File: config.mk
export PLATFORM = sky130hd
export DESIGN_NAME = csr_register_bank_flat
export DESIGN_NICKNAME = d
export VERILOG_FILES = /design/src/rtl/csr_register_bank_if.sv /design/src/rtl/csr_register_bank.sv /design/src/flat_wrapper.sv
export SDC_FILE = /design/constraint.sdc
export NUM_CORES = 1
export LEC_CHECK = 0
export CORE_MARGIN = 8
export CORE_UTILIZATION = 39
export CTS_CLUSTER_SIZE = 16
export DETAILED_ROUTE_END_ITERATION = 7
export HOLD_SLACK_MARGIN = 0.06
export PLACE_DENSITY = 0.82
export SETUP_SLACK_MARGIN = 0.5
export SLEW_MARGIN = 20
export SYNTH_ARGS = -nofsm -noshare
export SYNTH_HDL_FRONTEND = slang
export SYNTH_SLANG_ARGS = --single-unit
File: constraint.sdc
create_clock -name clk -period 2.4 [get_ports clk]
set_input_delay 0.48 -clock clk [delete_from_list [all_inputs] [get_ports clk]]
set_output_delay 0.48 -clock clk [all_outputs]
set_load 0.05 [all_outputs]
File: src/rtl/csr_register_bank_if.sv
// CSR bus bundle: the core drives access strobes, address, operand and
// access mode; the selected bank returns read data and a claim flag.
interface csr_register_bank_if;
  logic        csrWriteEnable;
  logic        csrReadEnable;
  logic [11:0] csrAddress;
  logic [31:0] csrWriteData;
  logic [1:0]  csrWriteMode;
  logic [31:0] csrReadData;
  logic        csrRequestOutput;

  modport master (
    output csrWriteEnable,
    output csrReadEnable,
    output csrAddress,
    output csrWriteData,
    output csrWriteMode,
    input  csrReadData,
    input  csrRequestOutput
  );

  modport slave (
    input  csrWriteEnable,
    input  csrReadEnable,
    input  csrAddress,
    input  csrWriteData,
    input  csrWriteMode,
    output csrReadData,
    output csrRequestOutput
  );
endinterface

File: src/rtl/csr_register_bank.sv
// Bank of COUNT software-visible CSRs at consecutive addresses. Software
// can write, set or clear bits through a per-bit write mask; hardware can
// load whole registers. Software wins a same-cycle collision on a register.
// A registered change pulse follows every committed software write.
module csr_register_bank #(
  parameter logic [11:0]            ADDRESS     = 12'h000,
  parameter int                     COUNT       = 4,
  parameter int                     WIDTH       = 32,
  parameter logic [COUNT*WIDTH-1:0] WRITE_MASK  = {(COUNT*WIDTH){1'b1}},
  parameter logic [COUNT*WIDTH-1:0] RESET_VALUE = {(COUNT*WIDTH){1'b0}}
) (
  input  logic                   clk,
  input  logic                   rst,
  csr_register_bank_if.slave     bus,
  input  logic [COUNT-1:0]       hwWriteEnable,
  input  logic [COUNT*WIDTH-1:0] hwWriteData,
  output logic [COUNT*WIDTH-1:0] value,
  output logic [COUNT-1:0]       changed
);

  // Decode is done one bit wider than the bus so the window never wraps
  // past the top of the 12-bit CSR space.
  localparam logic [12:0] BASE  = {1'b0, ADDRESS};
  localparam logic [12:0] LIMIT = BASE + 13'(COUNT);

  logic [WIDTH-1:0] regs [COUNT];
  logic [WIDTH-1:0] sw_next [COUNT];
  logic [COUNT-1:0] sw_sel;
  logic [12:0]      addr_wide;
  logic [12:0]      idx;
  logic             hit;
  logic             sw_commit;
  logic [WIDTH-1:0] wr_operand;

  // Combine the current contents with the operand according to the mode.
  function automatic logic [WIDTH-1:0] apply_mode(
    input logic [WIDTH-1:0] cur,
    input logic [WIDTH-1:0] operand,
    input logic [1:0]       mode
  );
    logic [WIDTH-1:0] res;
    case (mode)
      2'b00:   res = operand;
      2'b01:   res = cur | operand;
      2'b10:   res = cur & ~operand;
      default: res = cur;
    endcase
    return res;
  endfunction

  // Only software-writable bits take the new value; the rest are kept.
  function automatic logic [WIDTH-1:0] merge_masked(
    input logic [WIDTH-1:0] cur,
    input logic [WIDTH-1:0] upd,
    input logic [WIDTH-1:0] mask
  );
    return (cur & ~mask) | (upd & mask);
  endfunction

  // Address decode and software-write qualification.
  always_comb begin
    addr_wide  = {1'b0, bus.csrAddress};
    hit        = (addr_wide >= BASE) && (addr_wide < LIMIT);
    idx        = addr_wide - BASE;
    sw_commit  = hit && bus.csrWriteEnable && (bus.csrWriteMode != 2'b11);
    wr_operand = WIDTH'(bus.csrWriteData);
  end

  // Per-register software select and the value a software write would commit.
  always_comb begin
    sw_sel = {COUNT{1'b0}};
    for (int i = 0; i < COUNT; i++) begin
      sw_sel[i]  = sw_commit && (idx == 13'(i));
      sw_next[i] = merge_masked(regs[i],
                                apply_mode(regs[i], wr_operand, bus.csrWriteMode),
                                WRITE_MASK[i*WIDTH +: WIDTH]);
    end
  end

  // Combinational read mux; zero and unclaimed when not addressed.
  always_comb begin
    bus.csrReadData      = 32'h0000_0000;
    bus.csrRequestOutput = 1'b0;
    if (hit && bus.csrReadEnable) begin
      bus.csrRequestOutput = 1'b1;
      for (int i = 0; i < COUNT; i++) begin
        if (idx == 13'(i)) begin
          bus.csrReadData = 32'(regs[i]);
        end else begin
          bus.csrReadData = bus.csrReadData;
        end
      end
    end else begin
      bus.csrRequestOutput = 1'b0;
    end
  end

  // Register storage: reset values, software writes over hardware loads.
  always_ff @(posedge clk or negedge rst) begin
    if (!rst) begin
      for (int i = 0; i < COUNT; i++) begin
        regs[i] <= RESET_VALUE[i*WIDTH +: WIDTH];
      end
    end else begin
      for (int i = 0; i < COUNT; i++) begin
        if (sw_sel[i]) begin
          regs[i] <= sw_next[i];
        end else if (hwWriteEnable[i]) begin
          regs[i] <= hwWriteData[i*WIDTH +: WIDTH];
        end else begin
          regs[i] <= regs[i];
        end
      end
    end
  end

  // One-cycle change pulse following each committed software write.
  always_ff @(posedge clk or negedge rst) begin
    if (!rst) begin
      changed <= {COUNT{1'b0}};
    end else begin
      changed <= sw_sel;
    end
  end

  for (genvar g = 0; g < COUNT; g++) begin : g_value
    assign value[g*WIDTH +: WIDTH] = regs[g];
  end

endmodule

File: src/flat_wrapper.sv
// flat-port wrapper written by rule: the top's interface ports become plain ports
module csr_register_bank_flat 
#(
  parameter logic [11:0]            ADDRESS     = 12'h000,
  parameter int                     COUNT       = 4,
  parameter int                     WIDTH       = 32,
  parameter logic [COUNT*WIDTH-1:0] WRITE_MASK  = {(COUNT*WIDTH){1'b1}},
  parameter logic [COUNT*WIDTH-1:0] RESET_VALUE = {(COUNT*WIDTH){1'b0}}
)
  (clk, rst, hwWriteEnable, hwWriteData, value, changed, bus_csrWriteEnable, bus_csrReadEnable, bus_csrAddress, bus_csrWriteData, bus_csrWriteMode, bus_csrReadData, bus_csrRequestOutput);
  csr_register_bank_if bus_i ();
  input  logic clk;
  input  logic rst;
  input  logic [COUNT-1:0] hwWriteEnable;
  input  logic [COUNT*WIDTH-1:0] hwWriteData;
  output logic [COUNT*WIDTH-1:0] value;
  output logic [COUNT-1:0] changed;
  input wire logic [$bits(bus_i.csrWriteEnable)-1:0] bus_csrWriteEnable;
  input wire logic [$bits(bus_i.csrReadEnable)-1:0] bus_csrReadEnable;
  input wire logic [$bits(bus_i.csrAddress)-1:0] bus_csrAddress;
  input wire logic [$bits(bus_i.csrWriteData)-1:0] bus_csrWriteData;
  input wire logic [$bits(bus_i.csrWriteMode)-1:0] bus_csrWriteMode;
  output wire logic [$bits(bus_i.csrReadData)-1:0] bus_csrReadData;
  output wire logic [$bits(bus_i.csrRequestOutput)-1:0] bus_csrRequestOutput;
  assign bus_i.csrWriteEnable = bus_csrWriteEnable;
  assign bus_i.csrReadEnable = bus_csrReadEnable;
  assign bus_i.csrAddress = bus_csrAddress;
  assign bus_i.csrWriteData = bus_csrWriteData;
  assign bus_i.csrWriteMode = bus_csrWriteMode;
  assign bus_csrReadData = bus_i.csrReadData;
  assign bus_csrRequestOutput = bus_i.csrRequestOutput;
  csr_register_bank #(.ADDRESS(ADDRESS), .COUNT(COUNT), .WIDTH(WIDTH), .WRITE_MASK(WRITE_MASK), .RESET_VALUE(RESET_VALUE)) u_core (.clk(clk), .rst(rst), .bus(bus_i), .hwWriteEnable(hwWriteEnable), .hwWriteData(hwWriteData), .value(value), .changed(changed));
endmodule
==> flow_summary.ini <==
[final_layout]
fill_cells = 1302
nets = 1679
finish.utilization_pct = 76.45
layout-drive-gt1-share_pct = 31.67
areaGrowthSynthToFinish_pct = 93.98

[timing]
finClkSkew_ps = 0
setup_viol = 94
final_max_slew_viol_count = 0
maxSlewHeadroom_pct = 60.17
rsz0062_at_grt = true
period_needed_ps = 2825
setup_ws_ps = -425.3
finalCritPeriodShare_pct = 117.7
fmax_mhz = 353.9
tightestPinTransition_ps = 596.4
finalHoldViolations = 0

[power]
p_switching_uw = 3107
ir_drop_mv = 0.4865
p_leak_uw = 0.006329
power_frac_comb_pct = 33.8
swShare_pct = 37.44
power_density_mw_per_mm2 = 519.7
p_int_uw = 5192
p_clk_share_pct = 33.8
seq_power_share_pct = 32.4

[critical_path]
slowest_delay_ps = 540
slowest_stage = or4_4
cpLargestDelayFamily = simple AND/OR/NAND/NOR gates
cp_max_fo = 5
cp_num_buf_inv = 4
worstSetupPathType = in2out
crit_path_start_kind = input port
path_depth = 8
ff2ff_path_depth = 2
arrival_ps = 2350
cp_data_required_time_ps = 1920
crit_path_end_kind = output port
cp_cell_sequence = buf_6 > or4_4 > nor3_4 > buf_6 > nand2_8 > buf_8 > nor4_4 > buf_6
path_common_cell = buf_6

[drt]
vias = 11560
wl_per_cell_um = 27.40
initialDrtViolationCount = 1366
drt_wl_total_um = 48840
drcViolationCount = 0
vias_per_cell = 6.484
drtAntennaViolNets = 0
firstDrtPassIters = 8

[synthesis]
synthTopCellsByCount = nor2_1 (192), a21oi_1 (160), nor3_1 (133)
synth.distinct_cells = 39
ys.flop_type = dfrtp_1
avgSynthCellArea_sq_um = 7.687
yosysMostFrequentCell = nor2_1
syn_nets = 1257
synth_top_area_share_pct = 40.12
async_flop_share_pct = 100.0
ys_warn_count = 0
synth_edf_count = 0
netlist_area_sq_mm = 0.008233
synth_area_leaders = dfrtp_1 (40%), a21oi_1 (9.7%), nor2_1 (8.8%)
syn_inst = 1071
netlist.top_cell.by_area = dfrtp_1
synth-seq-cells = 132
seq_area_frac_synth_pct = 40.12

[place]
gp_congestion = 0.9339
place_hpwl_um = 30420
post-place-ws_ps = -811.5
portBuffers = 346

[floorplanning]
ioPinCount = 347
die_x_um = 161.3
start_util_pct = 39.41
rows = 53
die_area_sq_mm = 0.02601
die_y_um = 161.3
core_region_area_sq_mm = 0.02089

[grt]
grt_max_degree = 59
grt_pass1_wl_um = 67800
grt_overflow = 0
antenna_found_initial = 2
first_global_vias = 11440
grtUsageTotal_pct = 33.61

[status]
violations = setup timing
status = complete, but fails checks

[clock_network]
cts.clk_slew.worst_paths_ps = 70
cts.sinks = 132
numCtsBuffers = 17
cts_root_buffer = clkbuf_16
clock_latency_ps = 420
cts_tree = done
htreeDepth = 4
clk_path_buf_depth = 2

[hold_path]
hold_path.class = in2async

[job]
drv_cap = 0
## stage by stage
stage	cells	setup TNS, ps	cell area [sq um]	hold slack (ps)	power (uW)
6_report	1782	-13430	15970	478.6	8299
3_3_place_gp	1693	-105080	13360	363.8	5173
3_5_place_dp	1693	-113880	13360	362.4	5217
2_1_floorplan	1071	-16160	9130	184.4	4021
4_1_cts	1747	-10500	14960	478.6	8097
5_1_grt	1782	-16120	15970	488.2	8542
## path summary, 6_finish.rpt
kind                                              start                           end  slack, ps
max                                   bus_csrAddress[7]           bus_csrReadData[20]       -430
min                                                 rst  u_core.value[72]$_DFFE_PN0P_        480
max reg2reg                u_core.value[75]$_DFFE_PN0P_  u_core.value[75]$_DFFE_PN0P_       1380
min reg2reg                u_core.value[49]$_DFFE_PN0P_  u_core.value[49]$_DFFE_PN0P_        560
max in group asynchronous                           rst  u_core.value[59]$_DFFE_PN0P_       1220
min in group clk                      bus_csrAddress[0]   u_core.changed[2]$_DFF_PN0_        540
## power by group through the flow
stage	logic [uW]	clock network [uW]	registers (uW)
2_1_floorplan	723	0	3300
3_3_place_gp	2510	0	2670
3_5_place_dp	2540	0	2670
4_1_cts	2630	2800	2670
5_1_grt	2910	2920	2710
6_report	2800	2800	2690
## layout by cell type, fill, tap and decap left out, types with 12 or more instances in the layout
cell | netlist | routed
buf_4 | 0 | 66
dlymetal6s2s_1 | 0 | 19
buf_6 | 8 | 50
o2bb2ai_1 | 32 | 16
a21oi_1 | 160 | 117
nor4_4 | 1 | 34
o21ai_4 | 0 | 13
nor2_4 | 0 | 43
dfrtp_1 | 132 | 132
o22ai_1 | 96 | 93
nor2_2 | 1 | 43
buf_12 | 0 | 43
o21ai_2 | 0 | 20
nor3_1 | 133 | 120
a21oi_2 | 0 | 43
clkbuf_16 | 0 | 26
nor3_2 | 1 | 12
o2bb2ai_2 | 0 | 15
clkdlybuf4s50_1 | 0 | 276
nor2_1 | 192 | 107
inv_1 | 69 | 68
nor2b_1 | 32 | 32
a211oi_1 | 32 | 32
## layout make-up
class	count	area, sq um	area share, %
Timing Repair Buffer	491	5544	34.71
Inverter	69	261.5	1.637
Tap cell	275	344.1	2.154
Clock inverter	14	176.4	1.105
Sequential cell	132	3303	20.68
Clock buffer	18	439.2	2.750
Antenna cell	1	2.502	0.01567
Multi-Input combinational cell	782	5899	36.94
## worst reg2reg max path, delay by kind of cell, from the launching register on
kind	cells	cell delay, ps
flops	1	470
simple gates	2	430
## repair_timing
item | CTS | global route
gates resized for setup | 212 | 146
gates cloned | 9 | 9
setup endpoints to repair | 297 | 294
pin swaps | 45 | 63
hold buffers | 1 | 0
buffers inserted | 12 | 25
endpoints found under the hold margin | 23 | 0
## metal layers
metal  vias up  GRT usage (%)  wire length, um
met3       306          8.577             5447
met4         2          21.38             3672
li1       4726              -                -
met5         -              0               13
met1      5485          37.85            16630
met2      1036          56.05            23070
## cell families after synthesis
group                    share of synthesized area [%]
AO/OA/AOI/OAI                                    26.90
adder cells (fa/ha/maj)                         0.6079
buffers and inverters                            8.100
flip-flops                                       40.12
AND/OR/NAND/NOR                                  24.27
## registers in the layout, summed over array words and instances (netlist names)
register	cells
u_core.value	128
u_core.changed	4
No activity file was read; power rests on OpenSTA's default activity.
